[src/rtl/iiitb_rtc_alarm.sv]
// -----------------------------------------------------------------------------
// iiitb_rtc_alarm
//   Alarm unit that sits behind the RTC digit counters. It holds an editable
//   alarm time (BCD hh:mm), compares it against the running time once per
//   hundred_clk cycle (one RTC second per cycle), and runs an IDLE/RING/SNOOZE
//   state machine that drives a gated buzzer and status flags.
//
// Parameters
//   RING_LEN   : cycles the alarm rings before timing out (2..4095)
//   BUZZ_HALF  : buzzer half-period in cycles (1..15)
//   SNOOZE_MIN : snooze delay in minutes (1..9)
//   MAX_SNOOZE : snoozes allowed per alarm event (0..7)
//
// Ports
//   hundred_clk           : clock, all state changes on rising edge
//   rst                   : synchronous active-low reset
//   hrm,hrl,minm,minl,
//   secm,secl             : current BCD time from the RTC
//   alarm_on              : level, alarm armed
//   set_mode              : level, alarm-time edit mode
//   hr_inc, min_inc       : edit buttons (rising-edge detected)
//   snooze, stop          : user buttons (rising-edge detected)
//   al_hrm..al_minl       : stored alarm time, BCD
//   ringing               : high while ringing
//   buzz                  : square wave while ringing, else 0
//   snoozed               : high while snoozed
//   missed                : sticky, set on ring timeout
// -----------------------------------------------------------------------------
module iiitb_rtc_alarm #(
  parameter int unsigned RING_LEN   = 60,
  parameter int unsigned BUZZ_HALF  = 2,
  parameter int unsigned SNOOZE_MIN = 5,
  parameter int unsigned MAX_SNOOZE = 3
) (
  input  logic       hundred_clk,
  input  logic       rst,
  input  logic [3:0] hrm,
  input  logic [3:0] hrl,
  input  logic [3:0] minm,
  input  logic [3:0] minl,
  input  logic [3:0] secm,
  input  logic [3:0] secl,
  input  logic       alarm_on,
  input  logic       set_mode,
  input  logic       hr_inc,
  input  logic       min_inc,
  input  logic       snooze,
  input  logic       stop,
  output logic [3:0] al_hrm,
  output logic [3:0] al_hrl,
  output logic [3:0] al_minm,
  output logic [3:0] al_minl,
  output logic       ringing,
  output logic       buzz,
  output logic       snoozed,
  output logic       missed
);

  typedef enum logic [1:0] {
    S_IDLE   = 2'd0,
    S_RING   = 2'd1,
    S_SNOOZE = 2'd2
  } state_t;

  // ---------------------------------------------------------------------------
  // BCD helpers
  // ---------------------------------------------------------------------------
  function automatic logic [7:0] bcd_hr_inc(input logic [7:0] h);
    logic [7:0] r;
    if (h == 8'h23)             r = 8'h00;
    else if (h[3:0] == 4'd9)    r = {h[7:4] + 4'd1, 4'd0};
    else                        r = {h[7:4], h[3:0] + 4'd1};
    return r;
  endfunction

  function automatic logic [7:0] bcd_min_inc(input logic [7:0] m);
    logic [7:0] r;
    if (m == 8'h59)             r = 8'h00;
    else if (m[3:0] == 4'd9)    r = {m[7:4] + 4'd1, 4'd0};
    else                        r = {m[7:4], m[3:0] + 4'd1};
    return r;
  endfunction

  // ---------------------------------------------------------------------------
  // State
  // ---------------------------------------------------------------------------
  state_t      state_q, state_d;
  logic [7:0]  al_hr_q, al_hr_d;
  logic [7:0]  al_min_q, al_min_d;
  logic [15:0] tgt_q, tgt_d;
  logic [11:0] ring_cnt_q, ring_cnt_d;
  logic [3:0]  buzz_cnt_q, buzz_cnt_d;
  logic [2:0]  snooze_cnt_q, snooze_cnt_d;
  logic        hr_inc_q, min_inc_q, snooze_q, stop_q;
  logic        ringing_q, ringing_d;
  logic        buzz_q, buzz_d;
  logic        snoozed_q, snoozed_d;
  logic        missed_q, missed_d;

  // ---------------------------------------------------------------------------
  // Button edge events
  // ---------------------------------------------------------------------------
  logic hr_ev, min_ev, snooze_ev, stop_ev;
  assign hr_ev     = hr_inc  & ~hr_inc_q;
  assign min_ev    = min_inc & ~min_inc_q;
  assign snooze_ev = snooze  & ~snooze_q;
  assign stop_ev   = stop    & ~stop_q;

  // ---------------------------------------------------------------------------
  // Time comparisons
  // ---------------------------------------------------------------------------
  logic sec_zero, match, tgt_hit;
  assign sec_zero = (secm == 4'd0) && (secl == 4'd0);
  assign match    = alarm_on && !set_mode && sec_zero &&
                    ({hrm, hrl} == al_hr_q) && ({minm, minl} == al_min_q);
  assign tgt_hit  = sec_zero && ({hrm, hrl, minm, minl} == tgt_q);

  // ---------------------------------------------------------------------------
  // Snooze target: current hh:mm + SNOOZE_MIN, digit-wise BCD add
  // ---------------------------------------------------------------------------
  logic [15:0] snz_tgt;
  logic [4:0]  ml_sum;
  logic [3:0]  t_minl, t_minm;
  logic [7:0]  t_hr;
  logic        c_minl, c_minm;

  always_comb begin
    ml_sum = {1'b0, minl} + 5'(SNOOZE_MIN);
    c_minl = 1'b0;
    c_minm = 1'b0;
    t_minl = ml_sum[3:0];
    t_minm = minm;
    t_hr   = {hrm, hrl};
    if (ml_sum >= 5'd10) begin
      t_minl = 4'(ml_sum - 5'd10);
      c_minl = 1'b1;
    end
    if (c_minl) begin
      if (minm == 4'd5) begin
        t_minm = 4'd0;
        c_minm = 1'b1;
      end else begin
        t_minm = minm + 4'd1;
      end
    end
    if (c_minm) t_hr = bcd_hr_inc({hrm, hrl});
    snz_tgt = {t_hr, t_minm, t_minl};
  end

  // ---------------------------------------------------------------------------
  // Alarm register editing (IDLE + set_mode only)
  // ---------------------------------------------------------------------------
  always_comb begin
    al_hr_d  = al_hr_q;
    al_min_d = al_min_q;
    if (state_q == S_IDLE && set_mode) begin
      if (hr_ev)  al_hr_d  = bcd_hr_inc(al_hr_q);
      if (min_ev) al_min_d = bcd_min_inc(al_min_q);
    end
  end

  // ---------------------------------------------------------------------------
  // Next-state and registered-output logic
  // ---------------------------------------------------------------------------
  logic enter_ring, timeout;

  always_comb begin
    state_d      = state_q;
    ring_cnt_d   = ring_cnt_q;
    buzz_cnt_d   = '0;
    buzz_d       = 1'b0;
    snooze_cnt_d = snooze_cnt_q;
    tgt_d        = tgt_q;
    enter_ring   = 1'b0;
    timeout      = 1'b0;

    case (state_q)
      S_IDLE: begin
        if (match) begin
          state_d    = S_RING;
          enter_ring = 1'b1;
        end
      end
      S_RING: begin
        if (!alarm_on || stop_ev) begin
          state_d = S_IDLE;
        end else if (snooze_ev && (snooze_cnt_q < 3'(MAX_SNOOZE))) begin
          state_d      = S_SNOOZE;
          snooze_cnt_d = snooze_cnt_q + 3'd1;
          tgt_d        = snz_tgt;
        end else if (ring_cnt_q == 12'(RING_LEN - 1)) begin
          state_d = S_IDLE;
          timeout = 1'b1;
        end else begin
          ring_cnt_d = ring_cnt_q + 12'd1;
        end
      end
      S_SNOOZE: begin
        if (!alarm_on || stop_ev) begin
          state_d = S_IDLE;
        end else if (tgt_hit) begin
          state_d    = S_RING;
          enter_ring = 1'b1;
        end
      end
      default: state_d = S_IDLE;
    endcase

    // Buzzer phase restarts high on every ring entry, then toggles every
    // BUZZ_HALF cycles while the ring continues.
    if (enter_ring) begin
      ring_cnt_d = '0;
      buzz_d     = 1'b1;
      buzz_cnt_d = '0;
    end else if (state_q == S_RING && state_d == S_RING) begin
      if (buzz_cnt_q == 4'(BUZZ_HALF - 1)) begin
        buzz_d     = ~buzz_q;
        buzz_cnt_d = '0;
      end else begin
        buzz_d     = buzz_q;
        buzz_cnt_d = buzz_cnt_q + 4'd1;
      end
    end else begin
      ring_cnt_d = '0;
    end

    if (state_d == S_IDLE) snooze_cnt_d = '0;

    missed_d = missed_q;
    if (timeout)             missed_d = 1'b1;
    if (stop_ev || set_mode) missed_d = 1'b0;

    ringing_d = (state_d == S_RING);
    snoozed_d = (state_d == S_SNOOZE);
  end

  always_ff @(posedge hundred_clk) begin
    if (!rst) begin
      state_q      <= S_IDLE;
      al_hr_q      <= '0;
      al_min_q     <= '0;
      tgt_q        <= '0;
      ring_cnt_q   <= '0;
      buzz_cnt_q   <= '0;
      snooze_cnt_q <= '0;
      hr_inc_q     <= 1'b0;
      min_inc_q    <= 1'b0;
      snooze_q     <= 1'b0;
      stop_q       <= 1'b0;
      ringing_q    <= 1'b0;
      buzz_q       <= 1'b0;
      snoozed_q    <= 1'b0;
      missed_q     <= 1'b0;
    end else begin
      state_q      <= state_d;
      al_hr_q      <= al_hr_d;
      al_min_q     <= al_min_d;
      tgt_q        <= tgt_d;
      ring_cnt_q   <= ring_cnt_d;
      buzz_cnt_q   <= buzz_cnt_d;
      snooze_cnt_q <= snooze_cnt_d;
      hr_inc_q     <= hr_inc;
      min_inc_q    <= min_inc;
      snooze_q     <= snooze;
      stop_q       <= stop;
      ringing_q    <= ringing_d;
      buzz_q       <= buzz_d;
      snoozed_q    <= snoozed_d;
      missed_q     <= missed_d;
    end
  end

  assign al_hrm  = al_hr_q[7:4];
  assign al_hrl  = al_hr_q[3:0];
  assign al_minm = al_min_q[7:4];
  assign al_minl = al_min_q[3:0];
  assign ringing = ringing_q;
  assign buzz    = buzz_q;
  assign snoozed = snoozed_q;
  assign missed  = missed_q;

endmodule

[config.mk]
export PLATFORM = sky130hd
export DESIGN_NAME = iiitb_rtc_alarm
export DESIGN_NICKNAME = d
export VERILOG_FILES = /design/src/rtl/iiitb_rtc_alarm.sv
export SDC_FILE = /design/constraint.sdc
export NUM_CORES = 1
export LEC_CHECK = 0
export CAP_MARGIN = 10
export CELL_PAD_IN_SITES_DETAIL_PLACEMENT = 1
export CELL_PAD_IN_SITES_GLOBAL_PLACEMENT = 1
export CORE_ASPECT_RATIO = 0.9
export CORE_MARGIN = 10
export CORE_UTILIZATION = 44
export CTS_CLUSTER_DIAMETER = 100
export DETAILED_ROUTE_END_ITERATION = 8
export GPL_TIMING_DRIVEN = 0
export PLACE_DENSITY_LB_ADDON = 0.1
export SLEW_MARGIN = 20
export SYNTH_ARGS = -nofsm -noshare
export SYNTH_HDL_FRONTEND = slang
export SYNTH_SLANG_ARGS = --single-unit
[constraint.sdc]
create_clock -name hundred_clk -period 4.6 [get_ports hundred_clk]
set_input_delay 0.92 -clock hundred_clk [delete_from_list [all_inputs] [get_ports hundred_clk]]
set_output_delay 0.92 -clock hundred_clk [all_outputs]
set_load 0.01 [all_outputs]
* Yosys cells after proc, flatten, opt, wreduce, memory -nomap -nowiden
Index checks and enable logic that the tools add are counted.
Word-level totals: bits in registers 61, input port bits 32, output and inout port bits 20
Cells by class: add/subtract/negate cells 12, order comparisons 2, eq/ne operators 17, mux-type cells 31, bitwise logic cells 14, reduce and logical (&&, ||, !) cells 29
Operator list (count):
- 2-to-1 mux 8 bit | 7
- adder 4 x 1 -> 4 bit (second input constant) | 8
- equality test 16 bit | 1
- equality test 8 x 6 -> 1 bit (second input constant) | 2
- equality test 8 bit | 2
- 2-to-1 mux 1 bit | 13
- adder 12 x 1 -> 12 bit (second input constant) | 1
- equality test 12 x 6 -> 1 bit (second input constant) | 1
- equality test 4 bit (second input constant) | 3
- 2-to-1 mux 2 bit | 6
- 2-to-1 mux 4 bit | 3
- NOT 1 bit | 10
- logical AND 1 bit | 9
- AND reduction 3 bit | 3
- equality test 8 x 7 -> 1 bit (second input constant) | 1
- zero test 4 bit | 2
- case mux 2 bit (3 select lines) | 1
- adder 4 x 3 -> 5 bit (second input constant) | 1
- greater-or-equal comparator 5 x 4 -> 1 bit (second input constant) | 1
- bitwise AND 1 bit | 4
- equality test 2 x 1 -> 1 bit (second input constant) | 2
- equality test 2 bit (second input constant) | 2
- equality test 4 x 1 -> 1 bit (second input constant) | 1
- equality test 4 x 3 -> 1 bit (second input constant) | 1
- other kinds (14) | 20

* Logic depth before layout (Yosys ltp)
depth in word-level cells 11, depth in mapped cells 10, mapped depth without buffers 9

* Worst setup path after synthesis
Ideal clock, no wire load.
path type input -> register, from in minl[0], to reg tgt_q[2], arrival 2.676 ns, setup slack 1.854 ns, stages on the path 9, cell sequence ha_1 clkbuf_1 xor2_1 ha_1 nand2b_1 o21ai_0 a211oi_1 mux2_2 a21oi_1
Between the ends: longest elaborated chain between the ends 3, elaborated cells on any way between the ends 4
RTL lines:
- from (decl) | RTL line 40 | input logic [3:0] minl,
- adder 4 x 3 -> 5 bit (*) | RTL line 128 | ml_sum = {1'b0, minl} + 5'(SNOOZE_MIN);
- subtractor 4 bit or greater-or-equal comparator 5 x 4 -> 1 bit (tied branches) | RTL line 135, 134
- 2-to-1 mux 4 bit (*) | RTL line 134 | if (ml_sum >= 5'd10) begin
- to (signal assigned) | RTL line 258 | tgt_q <= tgt_d;
- to (decl) | RTL line 90 | logic [15:0] tgt_q, tgt_d;
Mark *: on every way between the ends. The rest lies on a longest branch, timed or not. A chain may end at the register's enable or synchronous reset.

* Final worst setup path
Same ends and word-level chain as after synthesis.

==> impl_metrics.csv <==
group,metric,value,unit
grt,overflow,0,
cts,cts_resized,0,
synth,netlist.top_cell.by_area,"dfxtp_1",
cts,cts_tree,"yes",
floorplanning,start_util,45.3,%
sta,hold_viol,0,
grt,grt_pass1_wl,15900,µm
cts,clock_tree.root_cell,"clkbuf_8",
final_layout,multiInputGateArea,2050,µm²
worst_setup_path,slowest_stage,"clkdlybuf4s50_1",
power_and_ir_drop,peakVddDrop,130,µV
worst_setup_path,worstPathMaxFanout,8,
route,firstDrtPassIters,4,
synth,ys_ff_latch,61,
final_layout,final_core_util,55.7,%
worst_setup_path,slowest_delay,0.72,ns
worst_setup_path,crit_arrival,3.83,ns
synth,synth_cell_types,56,
placed_design,placed_cells,538,
grt,grt_pass1_vias,3220,
cts,ctsHoldBuffers,0,
synth,ys_seq_area_share,35.7,%
final_layout,drive_gt1_share,5.91,%
grt,grt_max_degree,11,
sta,holdWs,0.448,ns
floorplanning,rows,30,
placed_design,place_area,3990,µm²
floorplanning,die_h,104,µm
synth,synth_edf_count,0,
worst_setup_path,cp-end-kind,"flop",
floorplanning,num_io_pins,52,
final_layout,instances_no_fill,553,
synth,syn_nets,446,
synth,syn_area,3420,µm²
worst_setup_path,worstPathCellList,"clkdlybuf4s50_1 > ha_1 > clkbuf_1 > xor2_1 > ha_1 > nand2b_1 > o21ai_0 > a211oi_1 > mux2_2 > a21oi_1",
worst_setup_path,path_common_cell,"ha_1",
sta,finalSetupTns,0,ns
worst_setup_path,required,4.87,ns
route,vias,3002,
placed_design,gp_congestion,0.845,
sta,worst-slew-pin-transition,0.601,ns
worst_setup_path,crit_path_start,"minl[0]",
sta,worst_slew_margin_rel,59.7,%
sta,final-setup-viol-count,0,
final_layout,regArea,1220,µm²
sta,fin_skew,0.00472,ns
route,vias_per_cell,5.43,
cts,cts_buffers,9,
min_path,hp-class,"reg2reg",
grt,grt_use_total,16.4,%
floorplanning,die_x,113,µm
route,drc_errors,0,
cts,cts_buffer_depth,2,
sta,rsz0062_at_grt,"no",
placed_design,hpwl,7260,µm
cts,post_cts_buffers,0,
cts,htree_levels,3,
sta,min_period,3.56,ns
min_path,hp-start,"ring_cnt_q[0]$_SDFFE_PP0P_",
placed_design,port_buffers,45,
route,wl,9590,µm
synth,synth_common_cells,"dfxtp_1 (61), nor2_1 (43), xnor2_1 (34), nand2_1 (23), xor2_1 (23)",
final_layout,area_growth,23.0,%
floorplanning,core-area,7540,µm²
final_layout,stdcell_area,4200,µm²
cts,clkTransAtPathRegs,0.07,ns
route,drt_iter0_drc,78,
synth,yosys_most_used_dff,"dfxtp_1",
floorplanning,die-area,11700,µm²
route,avgRoutedWirePerCell,17.3,µm
synth,synth_top_cell_area_share,35.7,%
power_and_ir_drop,p_leak,0.00155,µW
worst_setup_path,crit_type,"in2reg",
synth,ys_top_cells_by_area,"dfxtp_1 (36%), xnor2_1 (8.7%), ha_1 (6.2%)",
synth,synth_warnings,0,
sta,finalCritPeriodShare,77.3,%
final_layout,final_nets,502,
grt,antenna_found_initial,0,
final_layout,fillers,906,
worst_setup_path,timing.rr.start,"ring_cnt_q[0]$_SDFFE_PP0P_",
synth,postSynthCellCount,397,
status,status,"completed",
sta,fmax,281,MHz
worst_setup_path,start_kind,"input pin",
cts,clock-sinks,61,
final_layout,diodes,0,
route,postRouteAntennaNets,0,
sta,slew_violations,0,
synth,yosysMostFrequentCell,"dfxtp_1",
power_and_ir_drop,powerDensity,282,nW/µm²
cts,clock_latency,0.34,ns
synth,async_flop_share,0,%
synth,syn_area_per_cell,8.61,µm²
run,drv_cap,0,
report_power, final:
group	switching (µW)	internal, µW
Clock	214	316
Sequential	4.68	532
Combinational	65.2	55.5
Total	284	903
layout by cell type (no fill, tap or decap), drive strengths merged, types with 8 or more instances in the layout:
cell type      Yosys  routed
clkbuf            13      24
xor2              23      23
inv               15      15
ha                17      17
clkdlybuf4s50      0      45
nor3               9       9
nand2             23      23
nor2              43      43
a21oi             17      17
nand4             12      12
o21ai             21      21
nor2b              8       8
and2               9       9
xnor2             34      34
nand3             18      18
dfxtp             61      61
flip-flops by register name (all words and copies together), names as in the netlist:
signal,flops
snooze_q,1
al_min_q,8
snooze_cnt_q,3
ringing,1
buzz_cnt_q,4
al_hr_q,8
snoozed,1
tgt_q,16
buzz,1
min_inc_q,1
stop_q,1
hr_inc_q,1
ring_cnt_q,12
state_q,2
missed,1
metal layers:
layer | share of wire, % | track usage, % | up-vias | wire, µm
li1 | - | - | 1494 | -
met2 | 48 | 27.2 | 55 | 4590
met1 | 46 | 19.7 | 1441 | 4450
met3 | 4.5 | 5.25 | 12 | 435
met4 | 1.2 | 4.89 | 0 | 115
met5 | 0 | 0 | - | 0
stage by stage:
step,total power [µW],setup slack (ns)
final,1190,1.04
after global routing,1240,0.803
after CTS,1200,1.05
after detailed placement,668,0.718
after global placement,665,0.767
after floorplan,613,1.85
worst paths after layout:
path                                                    to  slack [ns]  cells after the start
worst max-delay path                 tgt_q[2]$_SDFFE_PN0P_        1.04                     10
worst min-delay path            ring_cnt_q[0]$_SDFFE_PP0P_        0.45                      1
worst min register to register  ring_cnt_q[0]$_SDFFE_PP0P_        0.45                      1
worst max register to register  ring_cnt_q[4]$_SDFFE_PP0P_        2.40                      9
logic make-up after synthesis:
| kind of cell | share of synthesized area (%) |
|---|---|
| compound gates | 12.7 |
| fa+ha+maj | 6.22 |
| simple gates | 25.3 |
| mux | 1.21 |
| buf+inv | 4.25 |
| flops | 35.7 |
| xor+xnor | 14.6 |
worst max-delay path, delay by kind of cell:
family,cells,cell delay (ns)
multiplexers,1,0.40
AO/OA/AOI/OAI,3,0.73
adder cells (fa/ha/maj),2,0.52
XOR/XNOR,1,0.15
buffers and inverters,2,1.01
AND/OR/NAND/NOR,1,0.10
final cells by class:
type,instances,share of cell area [%]
Multi-Input combinational cell,303,48.8
Sequential cell,61,29.1
Timing Repair Buffer,45,10.7
Clock buffer,11,3.36
Tap cell,96,2.86
Buffer,18,2.11
Clock inverter,4,1.73
Inverter,15,1.34
No activity file was read; power rests on OpenSTA's default activity.
==> variant (same settings) <==
The 3 states of `state_t` get a one-hot encoding in 3 bits.
--- a/src/rtl/iiitb_rtc_alarm.sv
+++ b/src/rtl/iiitb_rtc_alarm.sv
@@ -56,10 +56,10 @@
   output logic       missed
 );
 
-  typedef enum logic [1:0] {
-    S_IDLE   = 2'd0,
-    S_RING   = 2'd1,
-    S_SNOOZE = 2'd2
+  typedef enum logic [2:0] {
+    S_IDLE   = 3'b001,
+    S_RING   = 3'b010,
+    S_SNOOZE = 3'b100
   } state_t;
 
   // ---------------------------------------------------------------------------
Function: no difference found for any inputs over 4 cycles, from zero or initial values and one cycle with rst low; so few cycles prove little.
==> variant against the original RTL <==
Clock power down 3%; first-iteration DRC count is 77% higher; sequential cell count is 1 higher; worst setup slack lost 190 ps; global-route usage grew 1.3 points; wire length increased by 11%; count of clock-buffer cells in the layout fell by 1; area after synthesis is 4.6% higher; design area is 3.3% higher; fmax decreased by 5.1%; total power grew 0.33%; critical path type unchanged; largest power group unchanged.
==> variant: results (changes against the original RTL) <==
drt:
  met1Wirelength_um: 4960  # was 4450 um
  vias: 3337  # was 3,002
  detail_route.wl_per_cell_um: 18.1  # was 17.3 um
  wl_met3_um: 589  # was 435 um
  drt_iter0_drc: 138  # was 78
cells_and_area:
  nets: 537  # was 502
yosys:
  muxShareOfSynthArea_pct: 0.875  # was 1.21%
  synth.top_cells.by_area: "dfxtp_1 35%, xnor2_1 11%, ha_1 6.6%"  # was dfxtp_1 36%, xnor2_1 8.7%, ha_1 6.2%
  synth.net_count: 482  # was 446
  ys_seq_area_share_pct: 34.7  # was 35.7%
  synthXorXnorAreaFrac_pct: 13.5  # was 14.6%
critical_path:
  crit_path_max_fanout: 10  # was 8
  arrival_ps: 3960  # was 3830 ps
  ff2ff_setup_slack_ps: 1950  # was 2400 ps
grt:
  use_met2_pct: 28.5  # was 27.2%
  grt_first_pass_wirelength_um: 17900  # was 15,900 um
  grt_pass1_vias: 3589  # was 3,220
  track_usage_pct: 17.8  # was 16.4%
timing:
  worstMarginPinSlew_ps: 885  # was 601 ps
  finClkSkew_ps: 12.3  # was 4.72 ps
placed_design:
  io_buffers: 44  # was 45
  gp_congestion: 0.839  # was 0.845
  hpwl_um: 7990  # was 7260 um
pwr:
  ir_worst_vdd_uv: 137  # was 130 uV
  p_leak_nw: 1.46  # was 1.55 nW
status:
  status: "finished, final reports clean"  # unchanged
[variant: cell families after synthesis]
family / Yosys count
adder cells (fa/ha/maj): 19
buffers and inverters: 33
AO/OA/AOI/OAI: 78
multiplexers: 3
AND/OR/NAND/NOR: 181
flip-flops: 62
XOR/XNOR: 55
[variant: worst max-delay path, cell delays in order]
cell,delay [ps]
clkdlybuf4s50_1,480
clkbuf_1,380
inv_1,90
ha_1,320
ha_1,270
a31oi_1,160
nor3_1,80
clkbuf_1,270
or2_2,420
o211ai_1,410
o2bb2ai_1,150
[variant: cell type report]
class	instances	area share, %
multi-input cells	336	50.9
clock buffers	10	2.94
inverters	12	1.04
plain buffers	21	1.84
flip-flops and latches	62	28.6
clock inverters	5	1.73
well taps	99	2.85
repair buffers	44	10.1
[variant: where the power goes]
| part | switching (mW) | total (mW) | internal [mW] | leakage (nW) |
|---|---|---|---|---|
| Clock | 0.216 | 0.515 | 0.299 | 0.106 |
| Sequential | 0.00536 | 0.546 | 0.541 | 0.501 |
| Combinational | 0.0707 | 0.130 | 0.0593 | 0.856 |
[variant: per-stage QoR]
stage | hold WS, ps | cell area, sq um | instances
finish | 461 | 4340 | 589
global route | 489 | 4340 | 589
CTS | 466 | 4340 | 589
detailed placement | 457 | 4140 | 574
floorplan | 422 | 3580 | 431
global placement | 440 | 4140 | 574
[variant: path summary, 6_finish.rpt]
kind	from	end	cells after the start
worst max register to register	state_q[1]$_SDFF_PN0_	tgt_q[11]$_SDFFE_PN0P_	6
worst min register to register	ring_cnt_q[0]$_SDFFE_PP0P_	ring_cnt_q[0]$_SDFFE_PP0P_	1
worst min-delay path	ring_cnt_q[0]$_SDFFE_PP0P_	ring_cnt_q[0]$_SDFFE_PP0P_	1
worst max-delay path	minl[1]	tgt_q[9]$_SDFFE_PN0P_	11
